[config.mk]
export PLATFORM = sky130hd
export DESIGN_NAME = cond_unit
export DESIGN_NICKNAME = d
export VERILOG_FILES = /design/src/rtl/cond_unit.sv
export SDC_FILE = /design/constraint.sdc
export NUM_CORES = 1
export LEC_CHECK = 0
export BUFFER_PORTS_ARGS = -buffer_cell sky130_fd_sc_hd__buf_2
export CELL_PAD_IN_SITES_DETAIL_PLACEMENT = 0
export CELL_PAD_IN_SITES_GLOBAL_PLACEMENT = 1
export CORE_MARGIN = 1.5
export CORE_UTILIZATION = 42
export CTS_CLUSTER_SIZE = 16
export DETAILED_ROUTE_END_ITERATION = 8
export GPL_TIMING_DRIVEN = 0
export PLACE_DENSITY = 0.87
export SLEW_MARGIN = 5
export SYNTH_ARGS = -nofsm -noshare
export SYNTH_HDL_FRONTEND = slang
export SYNTH_SLANG_ARGS = --single-unit
[constraint.sdc]
create_clock -name clk -period 3.6 [get_ports clk]
set_input_delay 0.72 -clock clk [delete_from_list [all_inputs] [get_ports clk]]
set_output_delay 0.72 -clock clk [all_outputs]
set_load 0.005 [all_outputs]
[src/rtl/cond_unit.sv]
// cond_unit: ARM condition check, flags register and write gating with saturating skip counter.
// Optional COND_FLAG_BYPASS_EN: evaluate conditions against next-state flags instead of registered flags.
module cond_unit #(
    parameter int CNT_WIDTH = 16
) (
    input  logic                 clk,
    input  logic                 reset,
    input  logic [3:0]           cond,
    input  logic [3:0]           alu_flags,
    input  logic [1:0]           flag_w,
    input  logic                 cond_latch,
    input  logic                 pcs,
    input  logic                 reg_w,
    input  logic                 mem_w,
    input  logic                 no_write,
    input  logic                 skip_clr,
    output logic                 pc_write,
    output logic                 reg_write,
    output logic                 mem_write,
    output logic [3:0]           flags,
    output logic                 cond_ex,
    output logic [CNT_WIDTH-1:0] skip_count
);
    logic       nz_en, cv_en, pass;
    logic [3:0] f_eval;
    logic [7:0] base;

    assign nz_en = flag_w[1] & cond_ex;
    assign cv_en = flag_w[0] & cond_ex;

`ifdef COND_FLAG_BYPASS_EN
    assign f_eval = {nz_en ? alu_flags[3:2] : flags[3:2], cv_en ? alu_flags[1:0] : flags[1:0]};
`else
    assign f_eval = flags;
`endif

    // Odd codes are the negation of the preceding even code; 14/15 always pass.
    always_comb begin
        base = {1'b1, ~f_eval[2] & (f_eval[3] == f_eval[0]), f_eval[3] == f_eval[0],
                f_eval[1] & ~f_eval[2], f_eval[0], f_eval[3], f_eval[1], f_eval[2]};
        pass = (cond[3:1] == 3'd7) | (base[cond[3:1]] ^ cond[0]);
    end

    always_ff @(posedge clk or negedge reset) begin
        if (!reset) begin
            flags      <= '0;
            cond_ex    <= 1'b0;
            skip_count <= '0;
        end else begin
            if (nz_en) flags[3:2] <= alu_flags[3:2];
            if (cv_en) flags[1:0] <= alu_flags[1:0];
            if (cond_latch) cond_ex <= pass;
            if (skip_clr) skip_count <= '0;
            else if (cond_latch && !pass && skip_count != '1) skip_count <= skip_count + CNT_WIDTH'(1);
        end
    end

    assign pc_write  = pcs & cond_ex;
    assign reg_write = reg_w & cond_ex & ~no_write;
    assign mem_write = mem_w & cond_ex;
endmodule

==> Yosys cells after proc, flatten, opt, wreduce, memory -nomap -nowiden <==
Index checks and enable logic that the tools add are counted.
{ "word_totals": {"register_bits": 21, "word_cells": 29, "out_inout_bits": 24} }
{ "op_classes": {"n_mux": 4, "add_sub_neg": 1, "n_eq_ne": 3, "bitwise": 12, "reduce_logical": 4, "magnitude_cmp": 1} }
{ "ops": {"columns": ["op", "count"], "rows": [
  ["$mux W16", 2],
  ["$add A16 B1 Y16 const B", 1],
  ["$ne A16 B16 Y1 const B", 1],
  ["$and A1 B1 Y1", 8],
  ["$lt A3 B4 Y1 const B", 1],
  ["$bmux W1 S3", 1],
  ["$eq A3 B3 Y1 const B", 1],
  ["$logic_and A1 B1 Y1", 2],
  ["$not A1 Y1", 2],
  ["$reduce_bool A2 Y1", 1],
  ["$eq A1 B1 Y1", 1],
  ["$logic_not A1 Y1", 1],
  ["$mux W1", 1],
  ["$or A1 B1 Y1", 1],
  ["$xor A1 B1 Y1", 1]
]} }

==> Logic depth before layout (Yosys ltp) <==
Gate-level depths: netlist of run 1.
{ "depth": {"ltp_word": 11, "ltp_mapped": 7, "ltp_nobuf": 6} }

==> Least setup slack after synthesis of run 1 <==
No wires, ideal clock.
{ "synth_timing": {"path_type": "input to register", "start": "input cond[2]", "end": "register skip_count[11]", "path_buffers": 1, "cell_stages": 6, "setup_time_ns": 0.127, "t_arrival_ns": 2.324, "path_slack_ns": 1.148, "path_cell_list": "buf_2 > or3b_1 > mux2i_1 > o311ai_2 > a2111oi_1 > mux2_1"} }
{ "synth_via": {"elab_chain_cells": 8, "elab_cells_between_ends": 9} }
{ "synth_rtl": {"columns": ["element", "line_no", "source"], "rows": [
  ["start: declaration", "8", "input logic [3:0] cond,"],
  ["$bmux W1 S3", "41", "pass = (cond[3:1] == 3'd7) | (base[cond[3:1]] ^ cond[0]);"],
  ["$mux W1 (not written as such)", "41", null],
  ["$xor A1 B1 Y1", "41", null],
  ["$or A1 B1 Y1 *", "41", null],
  ["$logic_not A1 Y1 *", "54", "else if (cond_latch && !pass && skip_count != '1) skip_count <= skip_count + CNT_WIDTH'(1);"],
  ["$logic_and A1 B1 Y1 * (2 in a row)", "54", null],
  ["$reduce_bool A2 Y1 (no source line) *", null, null],
  ["end signal: assignment", "54", null],
  ["end: declaration", "22", "output logic [CNT_WIDTH-1:0] skip_count"]
]} }
Mark *: on every way between the ends. The rest lies on a longest branch, timed or not. The select of a mux whose other input is x is not followed.
A chain may end at the register's enable or synchronous reset.

==> Worst setup path in the final report of run 1 <==
{ "layout_timing": {"start": "register flags[3]", "end": "register skip_count[8]"} }
{ "layout_via": {"elab_chain_cells": 10} }
{ "layout_rtl": {"columns": ["element", "line_no", "source"], "rows": [
  ["start: declaration", "20", "output logic [3:0] flags,"],
  ["start signal: assignment", "50", "if (nz_en) flags[3:2] <= alu_flags[3:2];"],
  ["$eq A1 B1 Y1", "39", "base = {1'b1, ~f_eval[2] & (f_eval[3] == f_eval[0]), f_eval[3] == f_eval[0],"],
  ["$and A1 B1 Y1", "39", null],
  ["$bmux W1 S3 *", "41", null],
  ["$mux W1 (not written as such) *", "41", null],
  ["$xor A1 B1 Y1 *", "41", null],
  ["$or A1 B1 Y1 *", "41", null],
  ["$logic_not A1 Y1 *", "54", null],
  ["$logic_and A1 B1 Y1 * (2 in a row)", "54", null],
  ["$reduce_bool A2 Y1 (no source line) *", null, null]
]} }
Marked as above.

==> results of run 1 <==
-- flip-flops by register name, indices dropped and copies added (netlist names) --
signal      flops
flags           4
skip_count     16
cond_ex         1
-- synthesized netlist by cell type (3+ instances only) --
cell type and instances:
a21oi_1 3, mux2_1 14, nor2_1 19, a2111oi_1 4
clkbuf_1 3, mux2_2 5, mux2i_1 6, nand4_1 3
nor2b_1 12, nand2_1 6, nand2b_1 3, nand3_1 5
dfrtp_1 21, a211oi_2 5, inv_1 4
-- metal layers --
metal	global-route usage	routed length, um	vias to the layer above
li1	-	-	651
met5	0	0	-
met2	0.323	1700	47
met4	0.0583	39	0
met3	0.0342	232	5
met1	0.247	1550	644
-- worst max-delay path, cell delays in order (launching register included) --
cell	delay [ns]
dfrtp_1	0.46
xnor2_1	0.28
mux2_2	0.38
o211a_1	0.29
a2111oi_1	0.48
mux2_1	0.36
-- worst min-delay path by stage --
stage	slack [ns]	start	cells after the start	to
after floorplan	0.42	reset	0	cond_ex$_DFFE_PN0P_
after global placement	0.56	flags[1]$_DFFE_PN0P_	1	flags[1]$_DFFE_PN0P_
after detailed placement	0.57	flags[0]$_DFFE_PN0P_	1	flags[0]$_DFFE_PN0P_
after CTS	0.36	reset	1	skip_count[15]$_DFFE_PN0P_
after global routing	0.36	reset	1	skip_count[15]$_DFFE_PN0P_
final	0.34	reset	1	skip_count[15]$_DFFE_PN0P_
-- cells by family after synthesis --
kind of cell,after synthesis
compound gates,24
xor+xnor,1
fa+ha+maj,1
buf+inv,11
flops,21
mux,25
simple gates,68
-- power by group through the flow --
stage | Sequential [W] | Combinational [W] | Clock (W)
finish | 0.000288 | 0.000174 | 0.000119
global route | 0.000294 | 0.000189 | 0.000137
CTS | 0.000289 | 0.000176 | 0.000125
detailed placement | 0.000294 | 0.000175 | 0
global placement | 0.000291 | 0.000170 | 0
floorplan | 0.000289 | 0.000110 | 0
-- area by class of cell --
type,instances,area share
inverters,4,0.00846
repair buffers,40,0.113
clock buffers,3,0.0127
multi-input cells,119,0.514
clock inverters,1,0.00282
well taps,46,0.0324
flip-flops and latches,21,0.296
plain buffers,7,0.0205
-- through the flow --
| stage | total power, W | area [sq um] | util |
|---|---|---|---|
| 6_report | 0.000581 | 1770 | 0.528 |
| 2_1_floorplan | 0.000399 | 1490 | - |
| 3_5_place_dp | 0.000469 | 1750 | 0.519 |
| 5_1_grt | 0.000620 | 1770 | 0.528 |
| 3_3_place_gp | 0.000461 | 1750 | 0.519 |
| 4_1_cts | 0.000589 | 1770 | 0.528 |
==> out/qor.yml, run 1 <==
status: "finished, final reports clean"
hold_buffers: 0
antenna_found_initial: 0
syn_inst: 151
yosysWarnings: 0
cp-end-kind: "register"
cts_buffer_depth: 2
grt_remaining_overflow: 0
syn_nets: 170
vias: 1347
grt_max_degree: 22
setup_tns_ns: 0
synth_compound_area_frac: 0.158
drv_slew: 0
p_per_area_mw_per_mm2: 328
synth_flop_cell: "dfrtp_1"
fin_crit_sh: 0.657
timing.max_cap.violations: 0
synth_mux_area_frac: 0.184
power_switching_share: 0.332
finalHoldViolCount: 0
mappedNetlistArea_sq_mm: 0.00149
max-vdd-ir-drop_uv: 137
crit_arrival_ns: 2.56
die_area_sq_mm: 0.00391
cts_tree: "built"
r2r_slack_ns: 1.24
vias_per_cell: 5.59
cts_setup_buffers: 0
ff_latch_area_sq_um: 526
postRouteWirelength_mm: 3.52
rows: 21
clock_power_share: 0.204
layout-drive-gt1-share: 0.318
finalSetupViolations: 0
skew_ns: 0.0152
synthAdderAreaFrac: 0.00840
setup.worst_path.class: "register to register"
worst_r2r_endpoint: "skip_count[8]$_DFFE_PN0P_"
dpl.hpwl_mm: 2.66
pwr-share-seq: 0.496
area_growth_syn_to_layout_pct: 19.2
grt_pass1_wl_mm: 6.10
io_buffers: 40
comb_power_share: 0.300
endpoint: "skip_count[8]$_DFFE_PN0P_"
syn_avg_cell_area_sq_um: 9.86
power_leakage_nw: 0.817
wl_per_cell_um: 14.6
multi_input_area_sq_um: 912
final_common_cell: "buf_2"
initial_core_util: 0.443
cts_buffers: 3
drt-initial-drc-count: 48
power_switching_w: 0.000193
rsz0062_at_grt: "no"
cts_sinks: 21
p_int_w: 0.000388
remaining_drc_errors: 0
coreArea_sq_mm: 0.00336
final_cells: 241
crit_start: "flags[3]$_DFFE_PN0P_"
whs_ns: 0.335
fin_crit_ns: 2.36
grt_pass1_vias: 1320
synthXorXnorAreaFrac: 0.00588
r2r-start: "flags[3]$_DFFE_PN0P_"
insertion_delay_ns: 0.32
drt-pass1-iter-count: 4
synth-edff-count: 0
cts_max_level: 1
required_ns: 3.80
fillCellCount: 341
gp_congestion: 0.832
synth.top_cells.by_area: "dfrtp_1 35%, mux2_1 11%, nor2b_1 5.0%, nor2_1 4.8%, a211oi_2 4.2%"
synth_top_area_cell: "dfrtp_1"
fin_ws_ns: 1.24
ys_async_sr_fraction: 1.00
n_antenna_cell: 0
fin_nets: 215
die_w_um: 62.5
ant_nets: 0
yosys_register_bits: 21
ys_seq_area_frac: 0.353
ios: 42
cts_resized: 0
reg2regPathDepth: 5
dp_cells: 237
synth_top_area_frac: 0.353
yosys.area_share.simple: 0.256
tightest_slew_ns: 0.547
synth_cell_types: 41
clk_pin_slew_ns: 0.13
slew_headroom: 0.635
critPathLaunchType: "register"
hp-class: "input pin to asynchronous set/reset pin"
synth_top_family_by_area: "simple AND/OR/NAND/NOR gates"
cp_max_fo: 6
die_height_um: 62.5
fmax_mhz: 423
place_ws_ns: 0.951
cts-root-buf: "clkbuf_4"
track_usage: 0.190
mostFrequentLayoutCells: "42 x buf_2, 21 x dfrtp_1, 19 x nor2_1"
Note: power is estimated with default switching activity, not from simulation.
==> inputs of run 2 (changes only) <==
--- a/config.mk
+++ b/config.mk
@@ -9,11 +9,11 @@
 export CELL_PAD_IN_SITES_DETAIL_PLACEMENT = 0
 export CELL_PAD_IN_SITES_GLOBAL_PLACEMENT = 1
 export CORE_MARGIN = 1.5
-export CORE_UTILIZATION = 42
+export CORE_UTILIZATION = 35
 export CTS_CLUSTER_SIZE = 16
 export DETAILED_ROUTE_END_ITERATION = 8
 export GPL_TIMING_DRIVEN = 0
-export PLACE_DENSITY = 0.87
+export PLACE_DENSITY = 0.78
 export SLEW_MARGIN = 5
 export SYNTH_ARGS = -nofsm -noshare
 export SYNTH_HDL_FRONTEND = slang
==> constraint.sdc (replaced) <==
create_clock -name clk -period 1.9 [get_ports clk]
set_input_delay 0.38 -clock clk [delete_from_list [all_inputs] [get_ports clk]]
set_output_delay 0.38 -clock clk [all_outputs]
set_load 0.005 [all_outputs]
==> out/qor.yml, run 2 (same netlist as run 1, synthesis figures left out) <==
top_regs: "skip_count (16), flags (4), cond_ex (1)"
reg2regPathDepth: 5
timing.max_cap.violations: 0
fillCellCount: 387
largest_register_ffs: 16
endpoint: "skip_count[10]$_DFFE_PN0P_"
dpl.hpwl_mm: 2.95
cts_buffer_depth: 2
cp-end-kind: "register"
ios: 42
placed_cell_area_sq_mm: 0.00184
clk_pin_slew_ns: 0.08
die_height_um: 68.2
r2r-start: "flags[0]$_DFFE_PN0P_"
multi_input_area_sq_mm: 0.00109
initial_core_util: 0.367
cts_max_level: 1
slew_headroom: 0.672
fmax_mhz: 453
cp_max_fo: 6
die_area_sq_mm: 0.00465
cts-root-buf: "clkbuf_8"
remaining_drc_errors: 0
wl_met2_mm: 2.22
antenna_found_initial: 0
fin_crit_sh: 1.16
power_leakage_nw: 0.905
insertion_delay_ns: 0.26
n_antenna_cell: 0
fin_nets: 227
io_buffers: 40
p_per_area_mw_per_mm2: 646
setup.worst_path.class: "register to register"
vias: 1398
violations: "negative setup slack"
ff_latch_area_sq_um: 531
top_layer_used: "met4"
finalSetupViolations: 16
met3WireLength_um: 102
drt-pass1-iter-count: 4
required_ns: 2.05
area_growth_syn_to_layout_pct: 41.5
die_w_um: 68.2
wl_per_cell_um: 16.7
gp_congestion: 0.772
cts_sinks: 21
rows: 23
grt_pass1_vias: 1332
post-route-cell-area_sq_mm: 0.00211
status: "finished with violations"
largest-register: "skip_count"
rsz0062_at_grt: "yes"
track_usage: 0.190
skew_ns: 0.00341
grt_max_degree: 22
coreArea_sq_mm: 0.00406
fin_crit_ns: 2.21
mostFrequentLayoutCells: "40 x buf_2, 18 x nor2_1, 17 x dfrtp_1"
vias_per_cell: 5.44
drt-initial-drc-count: 49
r2r_slack_ns: -0.31
layout-drive-gt1-share: 0.473
final_common_cell: "buf_2"
grt_pass1_wl_mm: 6.51
drv_slew: 0
hp-class: "input pin to asynchronous set/reset pin"
finalHoldViolCount: 0
p_total_w: 0.00136
m1WireLength_mm: 1.90
ant_nets: 0
cts_buffers: 3
crit_arrival_ns: 2.35
worst_r2r_endpoint: "skip_count[10]$_DFFE_PN0P_"
postRouteWirelength_mm: 4.29
cts_tree: "built"
grt_remaining_overflow: 0
tightest_slew_ns: 0.492
critPathLaunchType: "register"
crit_start: "flags[0]$_DFFE_PN0P_"
fin_ws_ns: -0.306
max-vdd-ir-drop_uv: 314
[run 2: cell count changes in the layout (fill, tap and decap cells not counted), moves of 3 or more]
cell / previous run / this run
buf_4: 2 / 12
mux2_4: 0 / 6
mux2_1: 14 / 9
a2111oi_1: 4 / 0
dfrtp_1: 21 / 17
dfrtp_2: 0 / 4
a2111oi_4: 0 / 3
buf_8: 0 / 3
clkbuf_4: 3 / 0
clkbuf_8: 0 / 3
mux2i_1: 6 / 3
[run 2: worst min-delay path by stage]
| stage | start | endpoint | cells past startpoint | slack [ns] |
|---|---|---|---|---|
| after floorplan | reset | cond_ex$_DFFE_PN0P_ | 0 | 0.08 |
| after global placement | reset | skip_count[0]$_DFFE_PN0P_ | 1 | 0.37 |
| after detailed placement | reset | skip_count[0]$_DFFE_PN0P_ | 1 | 0.38 |
| after CTS | reset | skip_count[5]$_DFFE_PN0P_ | 1 | 0.09 |
| after global routing | reset | skip_count[0]$_DFFE_PN0P_ | 1 | 0.1 |
| final | reset | skip_count[7]$_DFFE_PN0P_ | 1 | 0.06 |
[run 2: area by class of cell]
class	instances	share of cell area
Multi-Input combinational cell	119	0.520
Sequential cell	21	0.252
Timing Repair Buffer	52	0.138
Buffer	7	0.0321
Tap cell	50	0.0297
Clock buffer	3	0.0196
Inverter	4	0.00713
Clock inverter	1	0.00238
[run 2: repair_timing]
action / 4_1_cts / 5_1_grt
gates resized for setup: 9 / 16
hold buffers: 0 / 0
buffers inserted: 5 / 7
endpoints found under the setup margin: 16 / 16
pin swaps: 1 / 12
[run 2: per-layer routing]
| layer | GRT usage | up-vias |
|---|---|---|
| met1 | 0.246 | 693 |
| met4 | 0.0825 | 0 |
| met3 | 0.0296 | 6 |
| met5 | 0 | - |
| met2 | 0.312 | 24 |
| li1 | - | 675 |
[run 2: stage by stage]
step	hold slack, ns	instances	TNS (ns)	utilization	worst slack, ns
5_1_grt	0.0972	257	-4.74	0.519	-0.371
6_report	0.0648	257	-3.70	0.519	-0.306
3_5_place_dp	0.376	241	-5.76	0.454	-0.446
2_1_floorplan	0.0844	151	-2.25	-	-0.183
3_3_place_gp	0.373	241	-4.97	0.454	-0.369
4_1_cts	0.0891	250	-3.45	0.484	-0.275
[run 2: report_power, final]
part           total (W)  internal [W]  switching (W)
combinational   0.000511      0.000276       0.000235
sequential      0.000556      0.000493      0.0000632
clock           0.000296      0.000146       0.000149
[run 2: worst max-delay path: stages (launching register included)]
cell,delay (ns)
dfrtp_2,0.45
xnor2_4,0.24
mux2_4,0.34
o211a_4,0.32
a2111oi_2,0.37
mux2_1,0.38
==> inputs of run 3 (changes only) <==
--- a/config.mk
+++ b/config.mk
@@ -6,14 +6,15 @@
 export NUM_CORES = 1
 export LEC_CHECK = 0
 export BUFFER_PORTS_ARGS = -buffer_cell sky130_fd_sc_hd__buf_2
+export CAP_MARGIN = 20
 export CELL_PAD_IN_SITES_DETAIL_PLACEMENT = 0
 export CELL_PAD_IN_SITES_GLOBAL_PLACEMENT = 1
 export CORE_MARGIN = 1.5
-export CORE_UTILIZATION = 35
+export CORE_UTILIZATION = 39
 export CTS_CLUSTER_SIZE = 16
 export DETAILED_ROUTE_END_ITERATION = 8
 export GPL_TIMING_DRIVEN = 0
-export PLACE_DENSITY = 0.78
+export PLACE_DENSITY = 0.82
 export SLEW_MARGIN = 5
 export SYNTH_ARGS = -nofsm -noshare
 export SYNTH_HDL_FRONTEND = slang
==> constraint.sdc (replaced) <==
create_clock -name clk -period 2.41 [get_ports clk]
set_input_delay 0.482 -clock clk [delete_from_list [all_inputs] [get_ports clk]]
set_output_delay 0.482 -clock clk [all_outputs]
set_load 0.005 [all_outputs]
==> out/qor.yml, run 3 (same netlist as run 1, synthesis figures left out) <==
status: "finished, final reports clean"
cts_setup_buffers: 0
grt_pass1_wl_mm: 5.99
area_growth_syn_to_layout_pct: 22.4
die_height_um: 64.8
antenna_found_initial: 0
max-vdd-ir-drop_uv: 224
top_layer_used: "met4"
dp_cells: 239
vias_per_cell: 5.66
cp-end-kind: "register"
critPathLaunchType: "register"
io_buffers: 40
required_ns: 2.56
grt_pass1_vias: 1340
wl_met2_mm: 1.85
reg2regPathDepth: 5
layout-drive-gt1-share: 0.344
track_usage: 0.187
r2r_slack_ns: 0.08
top_regs: "skip_count (16), flags (4), cond_ex (1)"
insertion_delay_ns: 0.27
hp-class: "input pin to asynchronous set/reset pin"
cts_buffer_depth: 2
fin_crit_sh: 0.968
cts_max_level: 1
setup.worst_path.class: "register to register"
ios: 42
postRouteWirelength_mm: 3.63
mostFrequentLayoutCells: "42 x buf_2, 19 x dfrtp_1, 18 x nor2_1"
slew_headroom: 0.602
grt_max_degree: 22
met3WireLength_um: 118
place_ws_ns: -0.0523
drt-pass1-iter-count: 4
cp_max_fo: 6
worst_r2r_endpoint: "skip_count[11]$_DFFE_PN0P_"
die_area_sq_mm: 0.00420
m1WireLength_mm: 1.61
wl_per_cell_um: 15.0
endpoint: "skip_count[11]$_DFFE_PN0P_"
finalHoldViolCount: 0
final_cells: 243
crit_arrival_ns: 2.48
ant_nets: 0
clk_pin_slew_ns: 0.09
dpl.hpwl_mm: 2.73
cts_sinks: 21
gp_congestion: 0.815
cts_resized: 0
tightest_slew_ns: 0.595
placed_cell_area_sq_mm: 0.00175
n_antenna_cell: 0
power_leakage_nw: 0.826
hold_buffers: 0
cts-root-buf: "clkbuf_8"
cts_tree: "built"
coreArea_sq_mm: 0.00366
initial_core_util: 0.407
p_per_area_mw_per_mm2: 521
rows: 22
drv_slew: 0
setup_tns_ns: 0
ff_latch_area_sq_um: 528
fin_crit_ns: 2.33
largest-register: "skip_count"
grt_remaining_overflow: 0
largest_register_ffs: 16
crit_start: "flags[3]$_DFFE_PN0P_"
fin_ws_ns: 0.0769
post-route-cell-area_sq_mm: 0.00182
r2r-start: "flags[3]$_DFFE_PN0P_"
drt-initial-drc-count: 21
vias: 1376
remaining_drc_errors: 0
timing.max_cap.violations: 0
cts_buffers: 3
rsz0062_at_grt: "no"
multi_input_area_sq_um: 933
skew_ns: 0.00961
fin_util: 0.498
die_w_um: 64.8
final_common_cell: "buf_2"
fmax_mhz: 429
fillCellCount: 358
fin_nets: 215
finalSetupViolations: 0
-- run 3: worst max-delay path, cell delays in order (launching register included) --
cell       delay [ns]
dfrtp_1          0.44
xnor2_2          0.23
mux2_2           0.37
o211a_1          0.30
a2111oi_1        0.51
mux2_1           0.36
-- run 3: routing by layer --
| layer | vias up | GRT usage |
|---|---|---|
| li1 | 656 | - |
| met1 | 683 | 0.222 |
| met2 | 31 | 0.331 |
| met3 | 6 | 0.0243 |
| met4 | 0 | 0.0878 |
| met5 | - | 0 |
-- run 3: layout make-up --
class / instances / area share
buffer: 7 / 0.0220
multi-input combinational: 119 / 0.512
sequential: 21 / 0.290
clock buffer: 4 / 0.0247
timing repair buffer: 40 / 0.110
tap: 48 / 0.0330
inverter: 4 / 0.00824
-- run 3: worst min path at each step --
stage / start / to / cells after the start
after floorplan: reset / cond_ex$_DFFE_PN0P_ / 0
after global placement: reset / skip_count[12]$_DFFE_PN0P_ / 1
after detailed placement: reset / skip_count[12]$_DFFE_PN0P_ / 1
after CTS: reset / skip_count[12]$_DFFE_PN0P_ / 1
after global routing: reset / skip_count[12]$_DFFE_PN0P_ / 1
final: reset / skip_count[12]$_DFFE_PN0P_ / 1
-- run 3: power breakdown --
group          internal, W  switching, W  leakage, nW  total (W)
Combinational     0.000141      0.000128        0.526   0.000268
Sequential        0.000386     0.0000491        0.277   0.000435
Clock             0.000118      0.000127       0.0228   0.000245
-- run 3: metrics by stage --
| step | hold WS [ns] | power, W |
|---|---|---|
| finish | 0.152 | 0.000948 |
| global route | 0.185 | 0.000999 |
| CTS | 0.183 | 0.000940 |
| detailed placement | 0.476 | 0.000699 |
| global placement | 0.466 | 0.000689 |
| floorplan | 0.186 | 0.000595 |
